==> src/rtl/tx_scheduler_pkg.sv <==
// Shared constants, state encoding and stat snapshot type for the pet status transmitter.
package tx_scheduler_pkg;

    localparam logic [7:0]  TYPE_REPORT       = 8'h01;
    localparam logic [7:0]  TYPE_ACK          = 8'h02;
    localparam logic [7:0]  DEFAULT_SYNC_BYTE = 8'hA5;
    localparam int unsigned STAT_W            = 5;
    localparam int unsigned REPORT_BYTES      = 6;
    localparam int unsigned TICK_CNT_W        = 4;

    typedef enum logic [2:0] {
        ST_IDLE    = 3'd0,
        ST_SYNC    = 3'd1,
        ST_TYPE    = 3'd2,
        ST_PAYLOAD = 3'd3,
        ST_CSUM    = 3'd4
    } state_t;

    typedef struct packed {
        logic [STAT_W-1:0] hunger;
        logic [STAT_W-1:0] happiness;
        logic [STAT_W-1:0] hygiene;
        logic [STAT_W-1:0] energy;
        logic [STAT_W-1:0] social;
        logic              is_sleeping;
    } stats_t;

    // Report payload byte selected by index, each stat zero-extended to a byte.
    function automatic logic [7:0] report_byte(input stats_t s, input logic [2:0] idx);
        case (idx)
            3'd0:    report_byte = 8'(s.hunger);
            3'd1:    report_byte = 8'(s.happiness);
            3'd2:    report_byte = 8'(s.hygiene);
            3'd3:    report_byte = 8'(s.energy);
            3'd4:    report_byte = 8'(s.social);
            3'd5:    report_byte = 8'(s.is_sleeping);
            default: report_byte = 8'h00;
        endcase
    endfunction

endpackage

==> src/rtl/tx_scheduler.sv <==
// Frames periodic stat reports and acknowledge codes into a byte stream for a UART transmitter.
module tx_scheduler
    import tx_scheduler_pkg::*;
#(
    parameter int unsigned REPORT_EVERY = 4,
    parameter logic [7:0]  SYNC_BYTE    = DEFAULT_SYNC_BYTE
) (
    input  logic              clk,
    input  logic              reset,
    input  logic              tick,
    input  logic [STAT_W-1:0] hunger,
    input  logic [STAT_W-1:0] happiness,
    input  logic [STAT_W-1:0] hygiene,
    input  logic [STAT_W-1:0] energy,
    input  logic [STAT_W-1:0] social,
    input  logic              is_sleeping,
    input  logic              ack_req,
    input  logic [7:0]        ack_code,
    output logic [7:0]        tx_data,
    output logic              tx_valid,
    input  logic              tx_ready,
    output logic              busy,
    output logic              dropped
);

    localparam logic [TICK_CNT_W-1:0] PERIOD   = TICK_CNT_W'(REPORT_EVERY);
    localparam logic [2:0]            LAST_IDX = 3'(REPORT_BYTES - 1);

    state_t                  state;
    logic [TICK_CNT_W-1:0]   tick_cnt;
    logic                    report_pending;
    logic                    ack_pending;
    logic [7:0]              ack_code_q;
    logic [7:0]              frame_code;
    logic [7:0]              csum_q;
    stats_t                  snap;
    logic                    frame_is_ack;
    logic [2:0]              idx;

    logic       hs_c;
    logic       take_ack_c;
    logic       take_report_c;
    logic       period_done_c;
    logic       last_payload_c;
    logic [7:0] first_payload_c;
    logic [7:0] next_payload_c;

    assign hs_c            = tx_valid && tx_ready;
    assign take_ack_c      = (state == ST_IDLE) && ack_pending;
    assign take_report_c   = (state == ST_IDLE) && !ack_pending && report_pending;
    assign period_done_c   = tick && ((tick_cnt + TICK_CNT_W'(1)) == PERIOD);
    assign last_payload_c  = frame_is_ack || (idx == LAST_IDX);
    assign first_payload_c = frame_is_ack ? frame_code : report_byte(snap, 3'd0);
    assign next_payload_c  = report_byte(snap, 3'(idx + 3'd1));

    always_ff @(posedge clk) begin
        if (reset) begin
            state          <= ST_IDLE;
            tx_valid       <= 1'b0;
            tx_data        <= 8'h00;
            busy           <= 1'b0;
            dropped        <= 1'b0;
            tick_cnt       <= '0;
            report_pending <= 1'b0;
            ack_pending    <= 1'b0;
            ack_code_q     <= 8'h00;
            frame_code     <= 8'h00;
            csum_q         <= 8'h00;
            snap           <= '0;
            frame_is_ack   <= 1'b0;
            idx            <= 3'd0;
        end else begin
            // An ack being launched this cycle is not lost, so only a true overwrite counts.
            dropped <= ack_req && ack_pending && !take_ack_c;

            if (tick) begin
                tick_cnt <= period_done_c ? '0 : tick_cnt + TICK_CNT_W'(1);
            end

            if (period_done_c) begin
                report_pending <= 1'b1;
            end else if (take_report_c) begin
                report_pending <= 1'b0;
            end

            if (ack_req) begin
                ack_pending <= 1'b1;
                ack_code_q  <= ack_code;
            end else if (take_ack_c) begin
                ack_pending <= 1'b0;
            end

            case (state)
                ST_IDLE: begin
                    if (take_ack_c || take_report_c) begin
                        state        <= ST_SYNC;
                        busy         <= 1'b1;
                        tx_valid     <= 1'b1;
                        tx_data      <= SYNC_BYTE;
                        frame_is_ack <= take_ack_c;
                        csum_q       <= 8'h00;
                        idx          <= 3'd0;
                        if (take_ack_c) begin
                            frame_code <= ack_code_q;
                        end else begin
                            snap <= {hunger, happiness, hygiene, energy, social, is_sleeping};
                        end
                    end
                end
                ST_SYNC: begin
                    if (hs_c) begin
                        state   <= ST_TYPE;
                        tx_data <= frame_is_ack ? TYPE_ACK : TYPE_REPORT;
                    end
                end
                ST_TYPE: begin
                    if (hs_c) begin
                        state   <= ST_PAYLOAD;
                        csum_q  <= tx_data;
                        tx_data <= first_payload_c;
                    end
                end
                ST_PAYLOAD: begin
                    // Checksum accumulates each accepted byte; the final XOR folds in the last one.
                    if (hs_c) begin
                        csum_q <= csum_q ^ tx_data;
                        if (last_payload_c) begin
                            state   <= ST_CSUM;
                            tx_data <= csum_q ^ tx_data;
                        end else begin
                            idx     <= 3'(idx + 3'd1);
                            tx_data <= next_payload_c;
                        end
                    end
                end
                ST_CSUM: begin
                    if (hs_c) begin
                        state    <= ST_IDLE;
                        busy     <= 1'b0;
                        tx_valid <= 1'b0;
                        tx_data  <= 8'h00;
                    end
                end
                default: begin
                    state    <= ST_IDLE;
                    busy     <= 1'b0;
                    tx_valid <= 1'b0;
                    tx_data  <= 8'h00;
                end
            endcase
        end
    end

endmodule

==> config.mk <==
export PLATFORM = sky130hd
export DESIGN_NAME = tx_scheduler
export DESIGN_NICKNAME = d
export VERILOG_FILES = /design/src/rtl/tx_scheduler_pkg.sv /design/src/rtl/tx_scheduler.sv
export SDC_FILE = /design/constraint.sdc
export NUM_CORES = 1
export LEC_CHECK = 0
export BUFFER_PORTS_ARGS = -buffer_cell sky130_fd_sc_hd__buf_2
export CAP_MARGIN = 20
export CORE_MARGIN = 2
export CORE_UTILIZATION = 51
export CTS_CLUSTER_DIAMETER = 30
export CTS_CLUSTER_SIZE = 25
export DETAILED_ROUTE_END_ITERATION = 10
export PLACE_DENSITY = 0.72
export RECOVER_POWER = 25
export SLEW_MARGIN = 5
export SYNTH_ARGS = -nofsm -noshare
export SYNTH_HDL_FRONTEND = slang
export SYNTH_SLANG_ARGS = --single-unit
==> constraint.sdc <==
create_clock -name clk -period 6.3 [get_ports clk]
set_input_delay 0.63 -clock clk [delete_from_list [all_inputs] [get_ports clk]]
set_output_delay 0.63 -clock clk [all_outputs]
set_load 0.005 [all_outputs]
# After elaboration in Yosys (flattened, before gate mapping)
# Index checks and enable logic that the tools add are counted.
[totals] inputBits=39 word_cells=100 register_bits=73
[op_classes] n_addsub=2 muxes=33 reduce_logical=26 bitwise=3 eq_ne=18
[op_table] operator="two-way mux 8 bit" count=10
[op_table] operator="one-hot mux 8 bit (5 select lines)" count=1
[op_table] operator="one-hot mux 5 bit (6 select lines)" count=1
[op_table] operator="two-way mux 3 bit" count=9
[op_table] operator="one-hot mux 8 bit (3 select lines)" count=1
[op_table] operator="one-hot mux 3 bit (5 select lines)" count=1
[op_table] operator="== test 3 x 2 -> 1 bit, second input constant" count=4
[op_table] operator="== test 3 bit, second input constant" count=4
[op_table] operator="!= test 2 bit, second input constant" count=6
[op_table] operator="AND reduction 3 bit" count=3
[op_table] operator="AND reduction 4 bit" count=2
[op_table] operator="XOR 8 bit" count=1
[op_table] operator="logical AND 1 bit" count=7
[op_table] operator="== test 3 x 1 -> 1 bit, second input constant" count=2
[op_table] operator="zero test 3 bit" count=2
[op_table] operator="two-way mux 1 bit" count=6
[op_table] operator="one-hot mux 3 bit (2 select lines)" count=1
[op_table] operator="AND reduction 6 bit" count=1
[op_table] operator="nonzero test 2 bit" count=3
[op_table] operator="AND reduction 5 bit" count=1
[op_table] operator="adder 4 x 1 -> 4 bit, second input constant" count=1
[op_table] operator="== test 4 x 3 -> 1 bit, second input constant" count=1
[op_table] operator="two-way mux 4 bit" count=1
[op_table] operator="adder 3 x 1 -> 3 bit, second input constant" count=1
[op_table] operator="other kinds (9)" count=12

# Depth between registers and ports, before layout
# Gate-level depths: netlist (run 1).
[depth] ltp_word=6 ltp_mapped=9

# Least setup slack after synthesis (run 1)
# OpenSTA, ideal clock, no wires.
[synth_timing] kind="reg2reg" from="reg idx[1]" to="reg idx[1]" stages_incl_launch_ff=9 arrival_time_ns=1.897 required_time_ns=6.230 synth_period_minus_slack_ns=1.967 slack_ns=4.333 n_path_buf=1 cell_sequence="dfxtp_1 > inv_1 > ha_1 > buf_2 > a21o_1 > or3_1 > and2_4 > or3b_1 > a21oi_1"
[synth_via] elab_chain_cells=4
[synth_rtl] element="start: declaration" line_no="tx_scheduler.sv:38" text="logic [2:0] idx;"
[synth_rtl] element="start signal: assignment" line_no="tx_scheduler.sv:131" text="idx <= 3'(idx + 3'd1);"
[synth_rtl] element="adder 3 x 1 -> 3 bit / == test 3 bit (equally long branches)" line_no="tx_scheduler.sv:131, tx_scheduler.sv:52"
[synth_rtl] element="two-way mux 3 bit / logical OR 1 bit (equally long branches)" line_no="tx_scheduler.sv:127, tx_scheduler.sv:52"
[synth_rtl] element="two-way mux 3 bit / != test 2 bit (equally long branches)"
[synth_rtl] element="one-hot mux 3 bit (2 select lines) / AND reduction 4 bit (equally long branches)"
# Parallel ways exist; a longest one is shown, timed or not. The select of a mux whose other input is x is not followed.
# A chain may end at the register's enable or synchronous reset.

==> results of run 1 <==
==> critical path, stage by stage <==
cell and delay [ns]:
buf_2 0.07, clkbuf_1 2.19, nor2_1 0.14, o211ai_1 0.23
o21ai_1 0.07
==> how the worst min path moves through the flow <==
| stage | start | end | slack [ns] | depth (start not counted) |
|---|---|---|---|---|
| after global routing | ack_code_q[4] | frame_code[4] | 0.48 | 2 |
| after global placement | ack_code_q[3] | frame_code[3] | 0.44 | 2 |
| after floorplan | ack_code_q[6] | frame_code[6] | 0.43 | 2 |
| after CTS | ack_code_q[6] | frame_code[6] | 0.46 | 2 |
| after detailed placement | ack_code_q[6] | frame_code[6] | 0.45 | 2 |
| final | frame_code[7] | frame_code[7] | 0.46 | 2 |
==> where the power goes <==
part	leakage, uW	switching, uW	internal [uW]
Combinational	0.000784	43.9	33.6
Clock	0.000114	191	227
Sequential	0.000592	17.1	473
Total	0.00149	252	733
==> metrics by stage <==
step / std cells / power (uW)
finish: 550 / 986
global route: 550 / 1020
CTS: 550 / 991
detailed placement: 534 / 577
global placement: 534 / 575
floorplan: 437 / 548
==> cells in the mapped netlist, types with 2 or more instances <==
library cell,n
a21o_1,2
a21oi_1,72
a222oi_1,4
a31o_2,3
a31oi_1,2
and2_1,2
buf_2,9
clkbuf_1,18
dfxtp_1,73
ha_1,7
inv_1,4
mux2i_1,18
nand2_1,83
nand2b_1,2
nand3_1,16
nand3b_1,2
nand4_1,2
nor2_1,37
nor3_1,3
nor3b_1,3
nor4bb_1,2
o21a_1,3
o21ai_0,28
o21ai_1,5
o221ai_1,4
o22ai_1,2
or2_2,2
or3b_1,2
xnor2_1,5
==> layout make-up <==
type                    count  area [sq um]
clock inverters             7           104
repair buffers             50           246
multi-input cells         330          1840
well taps                  77          96.3
flip-flops and latches     73          1460
inverters                   4          15.0
fillers                   618          2570
clock buffers               9           124
==> kinds of logic (layout without fill, tap and decap cells) <==
family,Yosys count,after routing,share of synthesized area [%]
flops,73,73,42.4
buf+inv,34,70,4.35
xor+xnor,7,7,2.00
simple gates,165,165,21.7
mux,18,18,5.22
fa+ha+maj,7,7,2.54
compound gates,133,133,21.9
==> registers in the layout, indices dropped and copies added, names as in the netlist <==
register        count
tick_cnt            4
busy                1
ack_pending         1
csum_q              8
ack_code_q          8
report_pending      1
frame_code          8
snap               26
tx_data             8
state               3
dropped             1
idx                 3
frame_is_ack        1
==> per-layer routing <==
metal / vias to the layer above / GRT usage [%] / share of wire (%) / routed length [um]
met5: - / 0 / 0 / 0
met4: 0 / 7.81 / 1.4 / 117
met3: 10 / 5.24 / 4.5 / 367
met2: 80 / 35.5 / 46 / 3750
met1: 1482 / 31.5 / 48 / 3920
li1: 1588 / - / - / -
==> flow_summary_export.csv, run 1 <==
group,metric,value,unit
critical_path,endpoint,"tx_data[0]",
synthesis,syn_inst,437,
detailed_routing,drc,0,
run,maxCapViolCount,1,
power,power_density,254,nW/um^2
floorplanning,die_x,86.2,um
sta,rsz0062_at_grt,"no",
sta,setup_violations,0,
synthesis,synth-async-reset-ratio,0,%
outcome,status,"complete, but fails checks",
critical_path,cp.required,6.54,ns
finish,diodes,0,
clock_tree,htreeDepth,3,
clock_tree,numCtsBuffers,9,
critical_path,r2r_slack,3.86,ns
clock_tree,cts_resized,0,
global_routing,grt_overflow_total,0,
finish,design_area,3880,sq um
sta,fmax,316,MHz
clock_tree,cts_tree,"yes",
critical_path,start_kind,"input port",
synthesis,syn_nets,483,
clock_tree,cts_hold_buf,0,
detailed_routing,post_drt_wl_per_cell,14.8,um
synthesis,synth.largest_area_cell,"dfxtp_1",
outcome,violations,"capacitance limit, slew limit",
floorplanning,io_pins,50,
synthesis,avgSynthCellArea,7.89,sq um
sta,fin_crit_sh,50.2,%
sta,drv_slew,74,
synthesis,synth_edf_count,0,
critical_path,crit_type,"input port to flop",
sta,clock_skew,0.0110,ns
floorplanning,rows,29,
power,peakVddDrop,0.000154,V
global_routing,antenna_found_initial,0,
critical_path,regToRegEndpoint,"idx[1]",
worst_hold_path,hold_path_class,"flop to flop",
critical_path,critPathMaxFanout,73,
synthesis,synth_area,3450,sq um
finish,drive_gt1_share,15.2,%
global_routing,grt_max_degree,74,
finish,area_delta_synth_final,12.6,%
place,place_ws,3.90,ns
finish,layout_common_cells,"83 x nand2_1, 73 x dfxtp_1, 72 x a21oi_1, 47 x buf_2, 37 x nor2_1",
critical_path,critPathArrivalTime,3.40,ns
sta,hold_slack,0.460,ns
power,p_leak,0.00149,uW
detailed_routing,drtAntennaViolNets,0,
sta,slew_headroom,-109,%
sta,finalWorstSetupSlack,3.14,ns
floorplanning,die-area,7440,sq um
detailed_routing,drt_iter0_markers,195,
clock_tree,root_buffer,"clkbuf_8",
sta,hold_violations,0,
detailed_routing,via_per_inst,5.75,
global_routing,track_usage,22.9,%
floorplanning,chipHeight,86.2,um
floorplanning,core,6460,sq um
clock_tree,worst_skew_pair.late_latency,0.36,ns
synthesis,ys.flop_type,"dfxtp_1",
sta,layout_min_cycle_time,3.16,ns
global_routing,grt_pass1_wl,13500,um
synthesis,synth_top_area_share,42.4,%
critical_path,crit_path_end_kind,"flop",
detailed_routing,wirelength,8150,um
synthesis,ys.warnings.count,0,
place,place_congestion,0.831,
critical_path,startpoint,"reset",
synthesis,synthTopCellsByArea,"dfxtp_1 42%, a21oi_1 10%, nand2_1 9.0%",
sta,worst_pin_slew,3.14,ns
finish,final_common_cell,"nand2_1",
clock_tree,clkSlewWorstSetupHoldPaths,0.09,ns
place,placed_area,3660,sq um
critical_path,reg2reg_from,"idx[1]",
sta,fin_setup_tns,0,ns
clock_tree,clock_path_buffers,2,
place,dp_hpwl,5470,um
detailed_routing,vias,3160,
synthesis,ys_types,51,
global_routing,grt_pass1_vias,2867,
finish,utilization,60.2,%
clock_tree,cts.sinks,73,
synthesis,ys_seq_area_share,42.4,%
synthesis,synth-seq-cells,73,
finish,nets,514,
place,io_buffers,49,
detailed_routing,dr.pass1.iters,6,
clock_tree,postCtsSetupBuffers,0,
critical_path,reg2reg_depth,7,
floorplanning,initial_utilization,53.4,%
Note: power is estimated with default switching activity, not from simulation.
==> run 2: changes to the inputs <==
- PLACE_DENSITY: 0.72 -> 0.75
- clock period: 6.3 -> 2.65 ns (I/O delays scaled with it)
==> flow_summary_export.csv, run 2 (same netlist as run 1, synthesis figures left out) <==
group,metric,value,unit
critical_path,crit_path_end_kind,"flop",
detailed_routing,dr.pass1.iters,6,
power,report.power.total,2380,uW
global_routing,antenna_found_initial,0,
global_routing,grt_pass1_wl,13900,um
global_routing,grt_max_degree,39,
sta,worst_pin_slew,1.64,ns
sta,clock_skew,0.00869,ns
place,place_congestion,0.944,
clock_tree,cts.sinks,73,
global_routing,track_usage,23.3,%
critical_path,crit_chain,"inv_1 -> ha_1 -> a21o_1 -> or3_1 -> and2_4 -> or3b_1 -> a21oi_1",
finish,drive_gt1_share,14.9,%
sta,finalWorstSetupSlack,0.315,ns
clock_tree,cts_resized,0,
global_routing,grt_overflow_total,0,
clock_tree,clock_path_buffers,2,
detailed_routing,wirelength,8050,um
sta,fin_setup_tns,0,ns
finish,utilization,60.7,%
floorplanning,initial_utilization,53.4,%
sta,hold_violations,0,
detailed_routing,via_per_inst,5.74,
detailed_routing,post_drt_wl_per_cell,14.5,um
floorplanning,chipHeight,86.2,um
sta,drv_slew,37,
finish,largest_reg_flops,26,
floorplanning,die-area,7440,sq um
finish,nets,519,
sta,fmax,428,MHz
worst_hold_path,hold_path_class,"input port to flop",
sta,layout_min_cycle_time,2.34,ns
global_routing,grt_pass1_vias,3030,
finish,diodes,0,
critical_path,path_delay_family,"simple AND/OR/NAND/NOR gates",
sta,rsz0062_at_grt,"no",
place,dpl.cell_count,539,
place,io_buffers,49,
critical_path,r2r_slack,0.31,ns
clock_tree,root_buffer,"clkbuf_8",
clock_tree,htreeDepth,3,
critical_path,start_kind,"flop",
finish,layout_common_cells,"83 x nand2_1, 73 x dfxtp_1, 72 x a21oi_1, 42 x buf_2, 37 x nor2_1",
critical_path,critPathArrivalTime,2.59,ns
floorplanning,die_x,86.2,um
critical_path,crit_type,"flop to flop",
outcome,status,"complete, but fails checks",
critical_path,critPathMaxFanout,11,
critical_path,path_buf_inv,1,
floorplanning,io_pins,50,
detailed_routing,drt_iter0_markers,281,
clock_tree,numCtsBuffers,9,
power,peakVddDrop,0.000322,V
clock_tree,cts_tree,"yes",
detailed_routing,drtAntennaViolNets,0,
clock_tree,postCtsSetupBuffers,0,
sta,fin_crit_sh,88.1,%
sta,slew_headroom,-9.38,%
critical_path,critPathMaxStageDelay,0.40,ns
finish,fillers,619,
clock_tree,clkSlewWorstSetupHoldPaths,0.08,ns
finish,instances_no_fill,554,
finish,final_common_cell,"nand2_1",
detailed_routing,vias,3179,
power,power_density,608,nW/um^2
clock_tree,cts_hold_buf,0,
outcome,violations,"capacitance limit, slew limit",
detailed_routing,drc,0,
sta,setup_violations,0,
finish,area_delta_synth_final,13.7,%
finish,largest-register,"snap",
place,dp_hpwl,5580,um
power,p_leak,0.00149,uW
floorplanning,rows,29,
floorplanning,core,6460,sq um
place,place_ws,0.381,ns
run,maxCapViolCount,1,
critical_path,cp.required,2.90,ns
critical_path,cpMaxStageDelayCell,"dfxtp_1",
clock_tree,worst_skew_pair.late_latency,0.35,ns
## run 2: cell count changes in the layout (fill, tap and decap cells not counted), sizes merged
cell and delta:
clkinv -4, inv -1, clkinvlp +2, clkbuf +6, bufinv +1
## run 2: path summary, 6_finish.rpt
path / cells past startpoint / from / end
max reg2reg: 7 / idx[1] / idx[1]
min reg2reg: 2 / snap[17] / snap[17]
min: 3 / happiness[0] / snap[16]
max: 7 / idx[1] / idx[1]
## run 2: area by class of cell
cell class / count / area [sq um] / share of cell area [%]
Timing Repair Buffer: 55 / 279 / 7.11
Multi-Input combinational cell: 330 / 1840 / 46.9
Sequential cell: 73 / 1460 / 37.3
Clock inverter: 5 / 105 / 2.68
Inverter: 4 / 15.0 / 0.383
Clock buffer: 10 / 128 / 3.25
Tap cell: 77 / 96.3 / 2.46
## run 2: per-stage QoR
step	hold WS, ns	instance area [sq um]
after floorplan	0.401	3450
after global placement	0.442	3710
after detailed placement	0.447	3710
after CTS	0.134	3950
after global routing	0.144	3920
final	0.146	3920
## run 2: layer usage
metal | track usage (%) | wire (um) | vias to the layer above
li1 | - | - | 1595
met1 | 31.5 | 3700 | 1475
met2 | 37.1 | 3730 | 93
met3 | 4.48 | 473 | 16
met4 | 9.09 | 154 | 0
met5 | 0 | 0 | -
## run 2: power breakdown
part           switching, uW  internal, uW
sequential              36.0          1120
clock                    416           620
combinational            108          79.4
## run 2: worst min-delay path, delay by kind of cell
kind	cells	cell delay [ns]
buffers and inverters	1	0.09
AOI/OAI and AO/OA	1	0.05
and+or+nand+nor	1	0.04
